--- src/rtl/lsu_pkg.sv ---
// Shared types for the load/store unit: access-size encoding, FSM state
// type with its legacy-compatible constants, and small decode helpers.
package lsu_pkg;

  typedef enum logic [1:0] {
    SZ_BYTE = 2'b00,
    SZ_HALF = 2'b01,
    SZ_WORD = 2'b10,
    SZ_RSVD = 2'b11
  } lsu_size_e;

  typedef logic [1:0] lsu_state_t;

  localparam lsu_state_t ST_IDLE      = 2'd0;
  localparam lsu_state_t ST_LOAD_WAIT = 2'd1;
  localparam lsu_state_t ST_RMW       = 2'd2;

  // True when the byte offset is illegal for the size (or the size is reserved).
  function automatic logic is_misaligned(lsu_size_e sz, logic [1:0] off);
    case (sz)
      SZ_BYTE: is_misaligned = 1'b0;
      SZ_HALF: is_misaligned = off[0];
      SZ_WORD: is_misaligned = (off != 2'b00);
      default: is_misaligned = 1'b1;
    endcase
  endfunction

  // Byte offset forced down to the natural alignment of the size.
  function automatic logic [1:0] align_off(lsu_size_e sz, logic [1:0] off);
    case (sz)
      SZ_BYTE: align_off = off;
      SZ_HALF: align_off = {off[1], 1'b0};
      default: align_off = 2'b00;
    endcase
  endfunction

endpackage

--- src/rtl/lsu_lane_align.sv ---
// Byte-lane datapath: extracts and extends the addressed lane of a loaded
// word, and merges a right-justified store lane into a read word.
module lsu_lane_align
  import lsu_pkg::*;
(
  input  lsu_size_e   size_i,
  input  logic        unsigned_i,
  input  logic [1:0]  off_i,
  input  logic [31:0] rdata_i,
  input  logic [31:0] wdata_i,
  output logic [31:0] load_data_o,
  output logic [31:0] merged_o
);

  logic [4:0]  sh;
  logic [31:0] shifted;

  assign sh      = {off_i, 3'b000};
  assign shifted = rdata_i >> sh;

  // Load lane extraction with sign or zero extension.
  always_comb begin
    load_data_o = rdata_i;
    case (size_i)
      SZ_BYTE: load_data_o = unsigned_i ? {24'h0, shifted[7:0]}
                                        : {{24{shifted[7]}}, shifted[7:0]};
      SZ_HALF: load_data_o = unsigned_i ? {16'h0, shifted[15:0]}
                                        : {{16{shifted[15]}}, shifted[15:0]};
      default: load_data_o = rdata_i;
    endcase
  end

  // Store lane merge into the previously read word.
  always_comb begin
    merged_o = wdata_i;
    case (size_i)
      SZ_BYTE: merged_o = (rdata_i & ~(32'h0000_00FF << sh))
                        | ((wdata_i & 32'h0000_00FF) << sh);
      SZ_HALF: merged_o = (rdata_i & ~(32'h0000_FFFF << sh))
                        | ((wdata_i & 32'h0000_FFFF) << sh);
      default: merged_o = wdata_i;
    endcase
  end

endmodule

--- src/rtl/load_store_unit.sv ---
// MEM-stage load/store unit in front of a word-only data memory.
// Optional feature macro: LSU_MISALIGN_TRAP_EN (trap misaligned/reserved
// accesses); when undefined, addresses are aligned down and size 11 acts as word.
module load_store_unit
  import lsu_pkg::*;
#(
  parameter int unsigned WORD_AW = 5
) (
  input  logic        clk,
  input  logic        rst,
  input  logic        req_valid,
  input  logic        req_load,
  input  logic [1:0]  req_size,
  input  logic        req_unsigned,
  input  logic [31:0] req_addr,
  input  logic [31:0] req_wdata,
  output logic        req_ready,
  output logic        resp_valid,
  output logic [31:0] resp_data,
  output logic        misalign,
  output logic [31:0] mem_raddr,
  output logic        mem_read,
  output logic [31:0] mem_waddr,
  output logic        mem_write,
  output logic [31:0] mem_wdata,
  input  logic [31:0] mem_rdata
);

  lsu_state_t         state_q, state_d;
  lsu_size_e          req_sz, eff_size;
  logic [1:0]         eff_off;
  logic               bad;
  logic [WORD_AW-1:0] req_widx;

  logic [WORD_AW-1:0] widx_q;
  logic [1:0]         off_q;
  lsu_size_e          size_q;
  logic               uns_q;
  logic [31:0]        wdata_q;
  logic [31:0]        resp_data_q;
  logic               resp_valid_q;
  logic [31:0]        load_data, merged;

  logic unused_addr_bits;
  assign unused_addr_bits = ^req_addr[31:WORD_AW+2];

  assign req_sz   = lsu_size_e'(req_size);
  assign req_widx = req_addr[WORD_AW+1:2];

`ifdef LSU_MISALIGN_TRAP_EN
  logic misalign_q;
  assign eff_size = req_sz;
  assign eff_off  = req_addr[1:0];
  assign bad      = is_misaligned(req_sz, req_addr[1:0]);
  assign misalign = misalign_q;

  // Misalign pulse the cycle after a rejected access is consumed.
  always_ff @(posedge clk) begin
    if (rst) misalign_q <= 1'b0;
    else     misalign_q <= req_valid & req_ready & bad;
  end
`else
  assign eff_size = (req_sz == SZ_RSVD) ? SZ_WORD : req_sz;
  assign eff_off  = align_off(eff_size, req_addr[1:0]);
  assign bad      = 1'b0;
  assign misalign = 1'b0;
`endif

  lsu_lane_align u_align (
    .size_i      (size_q),
    .unsigned_i  (uns_q),
    .off_i       (off_q),
    .rdata_i     (mem_rdata),
    .wdata_i     (wdata_q),
    .load_data_o (load_data),
    .merged_o    (merged)
  );

  // Next state and memory strobes; the second RMW/load cycle uses only latched fields.
  always_comb begin
    state_d   = state_q;
    req_ready = 1'b0;
    mem_read  = 1'b0;
    mem_write = 1'b0;
    mem_raddr = '0;
    mem_waddr = '0;
    mem_wdata = '0;
    if (!rst) begin
      case (state_q)
        ST_IDLE: begin
          req_ready = 1'b1;
          if (req_valid && !bad) begin
            if (req_load) begin
              mem_read  = 1'b1;
              mem_raddr = 32'(req_widx);
              state_d   = ST_LOAD_WAIT;
            end else if (eff_size == SZ_WORD) begin
              mem_write = 1'b1;
              mem_waddr = 32'(req_widx);
              mem_wdata = req_wdata;
            end else begin
              mem_read  = 1'b1;
              mem_raddr = 32'(req_widx);
              state_d   = ST_RMW;
            end
          end
        end
        ST_LOAD_WAIT: state_d = ST_IDLE;
        ST_RMW: begin
          mem_write = 1'b1;
          mem_waddr = 32'(widx_q);
          mem_wdata = merged;
          state_d   = ST_IDLE;
        end
        default: state_d = ST_IDLE;
      endcase
    end
  end

  // State, latched request fields and registered load response.
  always_ff @(posedge clk) begin
    if (rst) begin
      state_q      <= ST_IDLE;
      resp_valid_q <= 1'b0;
      resp_data_q  <= '0;
      widx_q       <= '0;
      off_q        <= '0;
      size_q       <= SZ_BYTE;
      uns_q        <= 1'b0;
      wdata_q      <= '0;
    end else begin
      state_q      <= state_d;
      resp_valid_q <= (state_q == ST_LOAD_WAIT);
      if (state_q == ST_LOAD_WAIT) resp_data_q <= load_data;
      if (req_valid && req_ready) begin
        widx_q  <= req_widx;
        off_q   <= eff_off;
        size_q  <= eff_size;
        uns_q   <= req_unsigned;
        wdata_q <= req_wdata;
      end
    end
  end

  assign resp_valid = resp_valid_q;
  assign resp_data  = resp_data_q;

endmodule
--- config.mk ---
export PLATFORM = sky130hd
export DESIGN_NAME = load_store_unit
export DESIGN_NICKNAME = d
export VERILOG_FILES = /design/src/rtl/lsu_pkg.sv /design/src/rtl/lsu_lane_align.sv /design/src/rtl/load_store_unit.sv
export SDC_FILE = /design/constraint.sdc
export NUM_CORES = 1
export LEC_CHECK = 0
export ABC_AREA = 0
export CAP_MARGIN = 20
export CORE_MARGIN = 3
export CORE_UTILIZATION = 28
export DETAILED_ROUTE_END_ITERATION = 10
export GPL_ROUTABILITY_DRIVEN = 0
export GPL_TIMING_DRIVEN = 0
export PLACE_DENSITY_LB_ADDON = 0.12
export SYNTH_ARGS = -nofsm -noshare
export SYNTH_HDL_FRONTEND = slang
export SYNTH_SLANG_ARGS = --single-unit
--- constraint.sdc ---
create_clock -name clk -period 3.16 [get_ports clk]
set_clock_uncertainty 0.1 [all_clocks]
set_input_delay 0.632 -clock clk [delete_from_list [all_inputs] [get_ports clk]]
set_output_delay 0.632 -clock clk [all_outputs]
set_load 0.01 [all_outputs]
==> Word level (Yosys, flattened, before mapping) <==
Index checks and enable logic that the tools add are counted.
Widths: inputs -> output; s select.
{ "classes": {"eq_ne": 7, "n_shift": 5, "n_mux": 35, "n_bitwise": 7, "n_reduce_logical": 6} }
{ "ops": {"columns": ["op", "count"], "rows": [
  ["$mux 32", 6],
  ["$pmux 32 s2", 3],
  ["$and 32x32->32", 2],
  ["$not 32->32", 2],
  ["$or 32x32->32", 2],
  ["$mux 5", 9],
  ["$shl 16x5->32", 1],
  ["$shl 16x5->32 const A", 1],
  ["$shl 8x5->32", 1],
  ["$shl 8x5->32 const A", 1],
  ["$shr 32x5->16", 1],
  ["$mux 1", 11],
  ["$pmux 5 s2", 1],
  ["$eq 2x1->1 const B", 3],
  ["$eq 2x2->1 const B", 3],
  ["$logic_not 2->1", 3],
  ["$mux 2", 3],
  ["$pmux 2 s2", 1],
  ["$ne 2x2->1 const B", 1],
  ["$pmux 1 s2", 1],
  ["$reduce_and 2->1", 1],
  ["$reduce_or 2->1", 1],
  ["$logic_and 1x1->1", 1],
  ["$not 1->1", 1]
]} }
{ "word_totals": {"regBits": 77, "in_bits": 103} }

==> Depth between registers and ports, before layout <==
Gate-level depths: netlist of run 1.
{ "depth": {"word_depth": 8, "mapped_depth": 8, "mapped_depth_nobuf": 6} }

==> Hierarchy <==
Synthesis of run 1 repeated with hierarchy kept, for this count alone.
{ "unflattened": {"hier_cells": 660, "area_unflattened_um2": 5380.2} }
{ "modules_own_cells": {"columns": ["module", "instances", "cells_each", "area_per_inst_um2", "seq_area_each_um2"], "rows": [
  ["load_store_unit", 1, 359, 3413.3, 1541.5],
  ["lsu_lane_align", 1, 301, 1966.9, 0.0]
]} }

==> Worst setup path before layout of run 1 <==
No wires, ideal clock.
{ "synth_timing": {"kind": "flip-flop to output port", "start": "register off_q[1]", "end": "output port mem_wdata[18]", "t_arrival_ns": 1.927, "required_time_ns": 2.428, "path_slack_ns": 0.501, "path_stages_with_launch": 9, "path_buffers": 2, "path_cell_list": "dfxtp_1 > buf_2 > buf_2 > inv_1 > ha_1 > inv_1 > a221oi_1 > o31a_1 > o21ai_0"} }
{ "synth_via": {"elab_chain_len": 7} }
{ "synth_rtl": {"columns": ["element", "line_no", "source"], "rows": [
  ["from (decl)", "load_store_unit.sv:36", "logic [1:0] off_q;"],
  ["from (signal assigned)", "load_store_unit.sv:137", "off_q <= eff_off;"],
  ["$shl 16x5->32 or $shl 8x5->32 (tied branches)", "lsu_lane_align.sv:39, lsu_lane_align.sv:37", null],
  ["$not 32->32 (on tied branches)", "lsu_lane_align.sv:39, lsu_lane_align.sv:37", null],
  ["$and 32x32->32 (on tied branches)", "lsu_lane_align.sv:39, lsu_lane_align.sv:37", null],
  ["$or 32x32->32 (on tied branches)", "lsu_lane_align.sv:40, lsu_lane_align.sv:38", null],
  ["$pmux 32 s2 *", "lsu_lane_align.sv:36", "case (size_i)"],
  ["$pmux 32 s2 *", "load_store_unit.sv:89", "case (state_q)"],
  ["$mux 32 *", "load_store_unit.sv:88", "if (!rst) begin"],
  ["to (decl)", "load_store_unit.sv:25", "output logic [31:0] mem_wdata,"]
]} }
Mark *: on every way between the ends. The rest lies on a longest branch, timed or not.

==> Final worst setup path of run 1 <==
{ "layout_timing": {"start": "register off_q[1]", "end": "output port mem_wdata[13]"} }
Same word-level chain as after synthesis.

==> impl_metrics.py, run 1 <==
metrics = {
    "status": {
        "status": "finished clean",
    },
    "global_route": {
        "grt_use_met1_pct": 28.5,
        "grt_overflow": 0,
        "grt_usage_pct": 20.5,
        "grt_pass1_vias": 5390,
        "busiest_layer": "met2",
        "grt_pass1_wl_um": 31200,
        "grt_start_max_net_pins": 20,
        "met2_usage_pct": 32.3,
        "antenna_found_initial": 0,
        "met3_usage_pct": 5.26,
    },
    "placed_design": {
        "io_buffers": 154,
        "dpl.hpwl_um": 16200,
    },
    "drt": {
        "drt-initial-drc-count": 348,
        "vias": 5663,
        "routed_wl_um": 20700,
        "post_drt_wl_per_cell_um": 18.2,
        "dr.pass1.iters": 5,
        "viasPerCell": 4.98,
        "ant_nets": 0,
        "remaining_drc_errors": 0,
    },
    "timing": {
        "period_share_pct": 97.6,
        "max_freq_mhz": 324,
        "fin_tns_setup_ns": 0,
        "max_slew_margin_pct": 52.3,
        "finalSetupViolCount": 0,
        "drv_slew": 0,
        "max_slew.worst_pin.slew_ns": 0.716,
        "period_needed_ns": 3.08,
        "hold_violations": 0,
        "rsz0062_at_grt": "false",
    },
    "critical_path": {
        "cp_data_arrival_time_ns": 2.35,
        "required_ns": 2.43,
        "worstPathMaxFanout": 10,
        "cp-start-kind": "register",
        "r2r_slack_ns": 1.03,
        "crit_type": "reg -> out",
        "worstSetupEndpointType": "output port",
        "cp_slowest_stage_delay_ns": 0.34,
        "cp_slowest_cell": "dfxtp_2",
        "crit_chain": "buf_6 > buf_6 > inv_4 > ha_2 > nand2b_4 > a32oi_2 > nor2_1 > a221o_1 > dlygate4sd2_1",
        "crit_top_cell": "buf_6",
    },
    "clocking": {
        "cts_buffer_depth": 2,
        "cts_tree": "built",
        "cts.sinks": 77,
        "clkLatencyLatePin_ns": 0.35,
        "h-tree-depth": 3,
        "cts_made_buffers": 9,
        "clk_pin_slew_ns": 0.06,
        "cts_root_buf": "clkbuf_16",
        "hold_buffers": 0,
    },
    "floorplanning": {
        "die_h_um": 140,
        "dieArea_mm2": 0.0195,
        "die_w_um": 140,
        "rows": 48,
        "core_mm2": 0.0174,
        "start_util_pct": 28.8,
        "io_pins": 236,
    },
    "synthesis": {
        "syn_inst": 679,
        "synthArstFlopShare_pct": 0,
        "synth_edf_count": 0,
        "avgSynthCellArea_um2": 7.35,
        "ys_seq_elements": 77,
        "ys_types": 48,
        "synth_flop_cell": "dfxtp_1",
        "yosys_warnings": 0,
        "syn_area_mm2": 0.00499,
        "ys_seq_area_share_pct": 30.9,
    },
    "pwr": {
        "ir_drop_mv": 0.267,
        "p_leak_uw": 0.00306,
        "power_density_mw_per_mm2": 367,
    },
    "finish": {
        "drive_gt1_share_pct": 17.2,
        "post-route-util_pct": 43.3,
        "antenna_cells": 0,
        "nNetsFinal": 1018,
        "area_growth_syn_to_layout_pct": 50.5,
    },
    "worst_hold_path": {
        "worst_hold_path_type": "reg -> reg",
    },
    "run": {
        "drv_cap": 0,
    },
}
metrics by stage:
| step | setup slack [ns] | instance area, um^2 | total power (uW) | hold slack, ns | cells |
|---|---|---|---|---|---|
| finish | 0.0760 | 7510 | 2750 | 0.351 | 1138 |
| global route | 0.00177 | 7510 | 2870 | 0.371 | 1138 |
| CTS | 0.00900 | 7460 | 2760 | 0.354 | 1137 |
| detailed placement | -0.622 | 7020 | 1740 | 0.346 | 1112 |
| global placement | -0.606 | 7020 | 1740 | 0.341 | 1112 |
| floorplan | 0.501 | 5190 | 1430 | 0.332 | 733 |
logic make-up after synthesis:
group / synth area share (%)
AO/OA/AOI/OAI: 31.0
multiplexers: 2.53
flip-flops: 30.9
other: 0.0751
buffers and inverters: 13.8
AND/OR/NAND/NOR: 20.8
adder cells (fa/ha/maj): 1.00
per-layer routing:
| metal | wire length (um) | share of wire, % |
|---|---|---|
| met1 | 9420 | 46 |
| met2 | 9250 | 45 |
| met3 | 1680 | 8.1 |
| met4 | 313 | 1.5 |
| met5 | 0 | 0 |
layout by cell type, fill, tap and decap left out, drive strengths merged, types with 4 or more instances in the layout:
| cell | instances |
|---|---|
| a221o | 10 |
| dfxtp | 77 |
| conb | 55 |
| a32oi | 7 |
| dlymetal6s2s | 6 |
| nor2 | 61 |
| a31oi | 8 |
| clkdlybuf4s50 | 114 |
| nand2b | 6 |
| nand2 | 139 |
| inv | 5 |
| a22o | 12 |
| clkbuf | 54 |
| ha | 4 |
| o21ai | 42 |
| buf | 95 |
| a22oi | 13 |
| and2 | 15 |
| dlygate4sd2 | 14 |
| nor2b | 6 |
| mux2i | 7 |
| a21oi | 61 |
| o31a | 8 |
| a211oi | 25 |
| a221oi | 26 |
cells in the mapped netlist, types with 2 or more instances:
library cell	count	share of area (%)
a32oi_1	7	1.2
buf_2	12	1.2
dfxtp_1	77	31
a22oi_1	13	2.0
a221oi_1	26	4.6
clkinv_1	2	0.15
ha_1	4	1.0
clkbuf_1	35	2.6
nand2_1	139	10
a211oi_1	25	3.8
o21ai_0	42	4.2
a211o_1	3	0.53
and2_1	14	1.8
or2_2	2	0.25
inv_1	5	0.38
buf_1	3	0.23
nor3_1	3	0.30
o221ai_1	3	0.53
mux2i_1	7	1.4
a21oi_1	60	6.0
a22o_1	12	2.1
nand3b_1	3	0.45
buf_6	2	0.45
o31a_1	8	1.4
a31oi_1	8	1.0
a221o_1	10	2.0
nor2_1	61	4.6
mux2_2	3	0.68
o2bb2ai_1	2	0.35
nor2b_1	6	0.75
nand2b_1	6	0.75
a2bb2oi_1	3	0.53
buf_4	58	8.7
registers in the layout, summed over array words and instances, names as in the netlist:
name        count
wdata_q        32
size_q          2
state_q         2
uns_q           1
widx_q          5
resp_data      32
off_q           2
resp_valid      1
path summary, 6_finish.rpt:
path	to	startpoint	cells past startpoint
setup / recovery	mem_wdata[13]	off_q[1]	9
hold / removal	wdata_q[21]	wdata_q[21]	2
setup reg to reg	resp_data[29]	off_q[0]	6
hold reg to reg	wdata_q[21]	wdata_q[21]	2
critical path: cells and delay by family, from the launching register on:
kind | cells | cell delay, ns
buffers and inverters | 4 | 0.69
AOI/OAI and AO/OA | 2 | 0.57
DFF | 1 | 0.34
adders and majority gates | 1 | 0.22
and+or+nand+nor | 2 | 0.19
power breakdown:
part | leakage, uW | total, uW | switching, uW | internal [uW]
registers | 0.000632 | 1070 | 47.0 | 1030
logic | 0.00230 | 684 | 358 | 326
clock network | 0.000134 | 996 | 401 | 595
total | 0.00306 | 2750 | 806 | 1950
repair_timing:
action | in CTS | in global routing
pin swaps | 4 | 1
gates resized for setup | 96 | 51
endpoints found under the setup margin | 44 | 32
setup buffers | 13 | 1
cell type report:
| class | count | area [um^2] |
|---|---|---|
| repair buffers | 168 | 1580 |
| well taps | 225 | 282 |
| fillers | 1845 | 9850 |
| inverters | 7 | 36.3 |
| plain buffers | 109 | 703 |
| clock inverters | 3 | 40.0 |
| flip-flops and latches | 77 | 1540 |
| clock buffers | 10 | 229 |
| multi-input cells | 539 | 3100 |
Note: power is estimated with default switching activity, not from simulation.
==> inputs of run 2 (changes only) <==
--- a/config.mk
+++ b/config.mk
@@ -11,7 +11,6 @@
 export CORE_UTILIZATION = 28
 export DETAILED_ROUTE_END_ITERATION = 10
 export GPL_ROUTABILITY_DRIVEN = 0
-export GPL_TIMING_DRIVEN = 0
 export PLACE_DENSITY_LB_ADDON = 0.12
 export SYNTH_ARGS = -nofsm -noshare
 export SYNTH_HDL_FRONTEND = slang
==> run 2 against run 1 <==
  * Via count is 2.0% lower
  * Cell area decreased by 5.7%
  * Critical path type is now in -> out
  * Total power rose by 3.3%
  * Clock power rose by 15%
  * Core utilization down 2.5 points
  * Non-clock buffer count shrank 65
==> impl_metrics.py, run 2 (same netlist as run 1, synthesis figures left out) <==
metrics = {
    "status": {
        "status": "finished clean",
    },
    "finish": {
        "post-route-util_pct": 40.8,
        "antenna_cells": 0,
        "area_growth_syn_to_layout_pct": 41.8,
        "drive_gt1_share_pct": 13.9,
        "final_cells": 1076,
        "final_cell_mix": "nand2_1 (139), clkdlybuf4s50_1 (110), dfxtp_1 (77), a21oi_1 (60), nor2_1 (60)",
        "nNetsFinal": 953,
        "final_common_cell": "nand2_1",
    },
    "pwr": {
        "ir_drop_mv": 0.248,
        "power_uw": 2850,
        "p_sw_share_pct": 27.9,
        "p_leak_uw": 0.00278,
        "pwr-share-comb_pct": 22.1,
        "p_int_uw": 2050,
        "power_density_mw_per_mm2": 402,
        "clock_power_share_pct": 40.3,
        "switching_power_uw": 793,
        "power_frac_seq_pct": 37.6,
    },
    "run": {
        "drv_cap": 0,
    },
    "global_route": {
        "grt_pass1_wl_um": 30400,
        "grt_start_max_net_pins": 60,
        "grt_pass1_vias": 5351,
        "antenna_found_initial": 0,
        "grt_usage_pct": 19.7,
        "grt_overflow": 0,
    },
    "drt": {
        "ant_nets": 0,
        "viasPerCell": 5.16,
        "routed_wl_um": 19600,
        "post_drt_wl_per_cell_um": 18.2,
        "remaining_drc_errors": 0,
        "vias": 5549,
        "dr.pass1.iters": 5,
        "drt-initial-drc-count": 395,
    },
    "floorplanning": {
        "core_mm2": 0.0174,
        "rows": 48,
        "start_util_pct": 28.8,
        "io_pins": 236,
        "die_w_um": 140,
        "dieArea_mm2": 0.0195,
        "die_h_um": 140,
    },
    "critical_path": {
        "worstSetupEndpointType": "output port",
        "required_ns": 2.43,
        "crit_top_cell": "buf_4",
        "rr_worst_depth": 6,
        "cp_top_family": "buffers and inverters",
        "worstReg2RegEnd": "resp_data[21]",
        "r2r_slack_ns": 1.04,
        "cp_slowest_cell": "clkdlybuf4s50_1",
        "cp.buffers_inverters": 5,
        "cp-start-kind": "input pin",
        "cp_data_arrival_time_ns": 2.33,
        "worstPathMaxFanout": 23,
        "crit_type": "in -> out",
        "r2r-start": "off_q[0]",
        "crit_chain": "clkdlybuf4s50_1 > or3b_4 > buf_12 > nor3_2 > buf_4 > buf_4 > dlygate4sd2_1",
        "cp_slowest_stage_delay_ns": 0.48,
    },
    "timing": {
        "drv_slew": 0,
        "max_slew_margin_pct": 55.0,
        "finalSetupViolCount": 0,
        "rsz0062_at_grt": "false",
        "max_freq_mhz": 326,
        "fin_tns_setup_ns": 0,
        "hold_violations": 0,
        "period_share_pct": 97.0,
        "max_slew.worst_pin.slew_ns": 0.673,
        "period_needed_ns": 3.07,
    },
    "clocking": {
        "cts_root_buf": "clkbuf_16",
        "cts_made_buffers": 9,
        "cts.sinks": 77,
        "h-tree-depth": 3,
        "clkLatencyLatePin_ns": 0.35,
        "clk_pin_slew_ns": 0.06,
        "cts_buffer_depth": 2,
        "cts_tree": "built",
    },
    "worst_hold_path": {
        "hold-path-endpoint": "wdata_q[22]",
        "worst_hold_path_type": "reg -> reg",
        "hp-start": "wdata_q[22]",
        "min_delay_path_depth": 2,
    },
    "placed_design": {
        "dpl.hpwl_um": 14600,
        "io_buffers": 155,
        "place_inst": 1057,
    },
}
[run 2: what timing repair did]
| action | CTS | global route |
|---|---|---|
| pin swaps | 2 | 1 |
| setup buffers | 1 | 1 |
| endpoints found under the setup margin | 44 | 28 |
| resized for setup | 97 | 42 |
| hold buffers | 0 | 0 |
| cloned | 1 | 0 |
[run 2: power by group through the flow]
stage	sequential (uW)	combinational (uW)	clock, uW
finish	1070	629	1150
detailed placement	1090	620	0
global route	1080	683	1210
floorplan	1090	345	0
global placement	1090	614	0
CTS	1070	629	1170
[run 2: routing by layer]
layer / up-vias / routed length [um] / GRT usage, %
li1: 2651 / - / -
met2: 250 / 8650 / 29.8
met4: 0 / 534 / 7.67
met3: 35 / 1560 / 4.60
met5: - / 0 / 0
met1: 2613 / 8860 / 27.0
[run 2: layout make-up]
class | instances | area (um^2)
fillers | 1808 | 10300
multi-input cells | 539 | 2990
repair buffers | 212 | 1910
flip-flops and latches | 77 | 1540
well taps | 225 | 282
clock buffers | 12 | 256
clock inverters | 4 | 70.1
inverters | 7 | 26.3
[run 2: worst register-to-register path, cell delays in order (launching register included)]
cell       delay (ns)
dfxtp_1          0.44
buf_12           0.22
mux4_2           0.57
a2bb2oi_1        0.16
a21oi_2          0.16
buf_4            0.24
a211oi_1         0.10
[run 2: worst max-delay path by stage]
stage               startpoint            end  cells past startpoint
finish               req_valid       mem_read                      7
detailed placement   req_valid  mem_wdata[17]                      7
global route         req_valid  mem_wdata[11]                      7
global placement     req_valid   mem_raddr[1]                      7
floorplan             off_q[1]  mem_wdata[18]                      8
CTS                  req_valid  mem_wdata[11]                      7
[run 2: stage by stage]
step	instance area [um^2]	hold WS [ns]	setup WS [ns]
final	7080	0.348	0.0934
after global routing	7080	0.375	0.00142
after CTS	7190	0.351	0.00387
after detailed placement	6830	0.343	-0.448
after global placement	6830	0.338	-0.415
after floorplan	5190	0.332	0.501
==> inputs of run 3 (changes only) <==
--- a/config.mk
+++ b/config.mk
@@ -15,3 +15,4 @@
 export SYNTH_ARGS = -nofsm -noshare
 export SYNTH_HDL_FRONTEND = slang
 export SYNTH_SLANG_ARGS = --single-unit
+export TNS_END_PERCENT = 50
==> run 3 against run 2 <==
  * Register-to-register slack is essentially flat
  * Final cell count is the same
  * Setup slack barely moved
  * Critical path type unchanged
  * Sequential share of layout area did not move
==> impl_metrics.py, run 3 (same netlist as run 1, synthesis figures left out) <==
metrics = {
    "timing": {
        "holdWs_ns": 0.348,
        "period_needed_ns": 3.07,
        "max_slew_margin_pct": 55.7,
        "drv_slew": 0,
        "rsz0062_at_grt": "true",
        "period_share_pct": 97.0,
        "hold_violations": 0,
        "finalSetupViolCount": 0,
        "max_slew.worst_pin.slew_ns": 0.664,
        "max_freq_mhz": 326,
    },
    "drt": {
        "post_drt_wl_per_cell_um": 18.2,
        "remaining_drc_errors": 0,
        "routed_wl_um": 19600,
        "vias": 5531,
        "dr.pass1.iters": 6,
        "ant_nets": 0,
        "drt-initial-drc-count": 394,
        "viasPerCell": 5.14,
    },
    "status": {
        "status": "finished clean",
    },
    "critical_path": {
        "rr_worst_depth": 6,
        "r2r_slack_ns": 1.03,
        "worstSetupEndpointType": "output port",
        "worstReg2RegEnd": "resp_data[21]",
        "cp_data_arrival_time_ns": 2.33,
        "cp-start-kind": "input pin",
        "r2r-start": "off_q[0]",
        "required_ns": 2.43,
        "worstPathMaxFanout": 15,
        "crit_type": "in -> out",
    },
    "finish": {
        "antenna_cells": 0,
        "final_common_cell": "nand2_1",
        "final_cell_mix": "nand2_1 (139), clkdlybuf4s50_1 (110), dfxtp_1 (77), a21oi_1 (60), nor2_1 (60)",
        "drive_gt1_share_pct": 13.9,
        "area_growth_syn_to_layout_pct": 41.8,
        "nNetsFinal": 953,
        "final_cells": 1076,
    },
    "clocking": {
        "cts_buffer_depth": 2,
        "h-tree-depth": 3,
        "cts_tree": "built",
        "cts_made_buffers": 9,
        "clk_pin_slew_ns": 0.06,
        "cts.sinks": 77,
        "cts_root_buf": "clkbuf_16",
        "clkLatencyLatePin_ns": 0.35,
    },
    "run": {
        "drv_cap": 0,
    },
    "global_route": {
        "grt_pass1_wl_um": 30400,
        "grt_use_met1_pct": 27.0,
        "grt_usage_pct": 19.7,
        "busiest_layer": "met2",
        "grt_overflow": 0,
        "met2_usage_pct": 29.8,
        "met3_usage_pct": 4.60,
        "grt_pass1_vias": 5351,
        "grt_start_max_net_pins": 60,
        "antenna_found_initial": 0,
    },
    "floorplanning": {
        "die_h_um": 140,
        "die_w_um": 140,
        "start_util_pct": 28.8,
        "core_mm2": 0.0174,
        "rows": 48,
        "io_pins": 236,
        "dieArea_mm2": 0.0195,
    },
    "worst_hold_path": {
        "worst_hold_path_type": "reg -> reg",
        "min_delay_path_depth": 2,
        "hp-start": "wdata_q[22]",
        "hold-path-endpoint": "wdata_q[22]",
    },
    "pwr": {
        "power_density_mw_per_mm2": 402,
        "power_uw": 2840,
        "ir_drop_mv": 0.246,
        "p_leak_uw": 0.00278,
    },
    "placed_design": {
        "dpl.hpwl_um": 14600,
        "place_inst": 1057,
        "io_buffers": 155,
    },
}
run 3: stage by stage:
| stage | worst slack, ns | area [um^2] | setup TNS [ns] | util [%] |
|---|---|---|---|---|
| 2_1_floorplan | 0.501 | 5190 | 0 | - |
| 5_1_grt | -0.00330 | 7080 | -0.00330 | 40.8 |
| 6_report | 0.0937 | 7080 | 0 | 40.8 |
| 3_3_place_gp | -0.415 | 6830 | -12.40 | 39.3 |
| 3_5_place_dp | -0.448 | 6830 | -12.94 | 39.3 |
| 4_1_cts | 0.00387 | 7190 | 0 | 41.4 |
run 3: final cells by class:
class / instances / area [um^2]
tap: 225 / 282
sequential: 77 / 1540
clock inverter: 4 / 70.1
fill: 1808 / 10300
clock buffer: 12 / 256
timing repair buffer: 212 / 1910
inverter: 7 / 26.3
multi-input combinational: 539 / 2990
run 3: where the power goes:
part | internal (uW) | total (uW) | leakage [uW] | switching [uW]
clock | 732 | 1150 | 0.000163 | 413
combinational | 294 | 629 | 0.00199 | 334
sequential | 1030 | 1070 | 0.000631 | 44.0
run 3: worst max path at each step:
stage	start	cells past startpoint	to
final	req_valid	8	mem_wdata[27]
after global routing	req_valid	8	mem_wdata[24]
after CTS	req_valid	7	mem_wdata[11]
after detailed placement	req_valid	7	mem_wdata[17]
after global placement	req_valid	7	mem_raddr[1]
after floorplan	off_q[1]	8	mem_wdata[18]
run 3: per-layer routing:
layer | share of wire [%] | wire length [um]
met5 | 0 | 0
met4 | 2.6 | 518
met3 | 7.2 | 1410
met2 | 44 | 8610
met1 | 46 | 9040
run 3: worst max-delay path, cell delays in order:
cell and delay (ns):
clkdlybuf4s50_1 0.48, or3b_4 0.43, nor3b_4 0.19, buf_6 0.15
buf_12 0.14, nand2_1 0.05, o21ai_0 0.09, buf_2 0.17
run 3: what timing repair did:
item                                    in CTS  in global routing
hold buffers                                 0                  0
pin swaps                                    2                  1
gates cloned                                 1                  0
gates resized for setup                     97                 41
setup buffers                                1                  1
endpoints found under the setup margin      44                 28
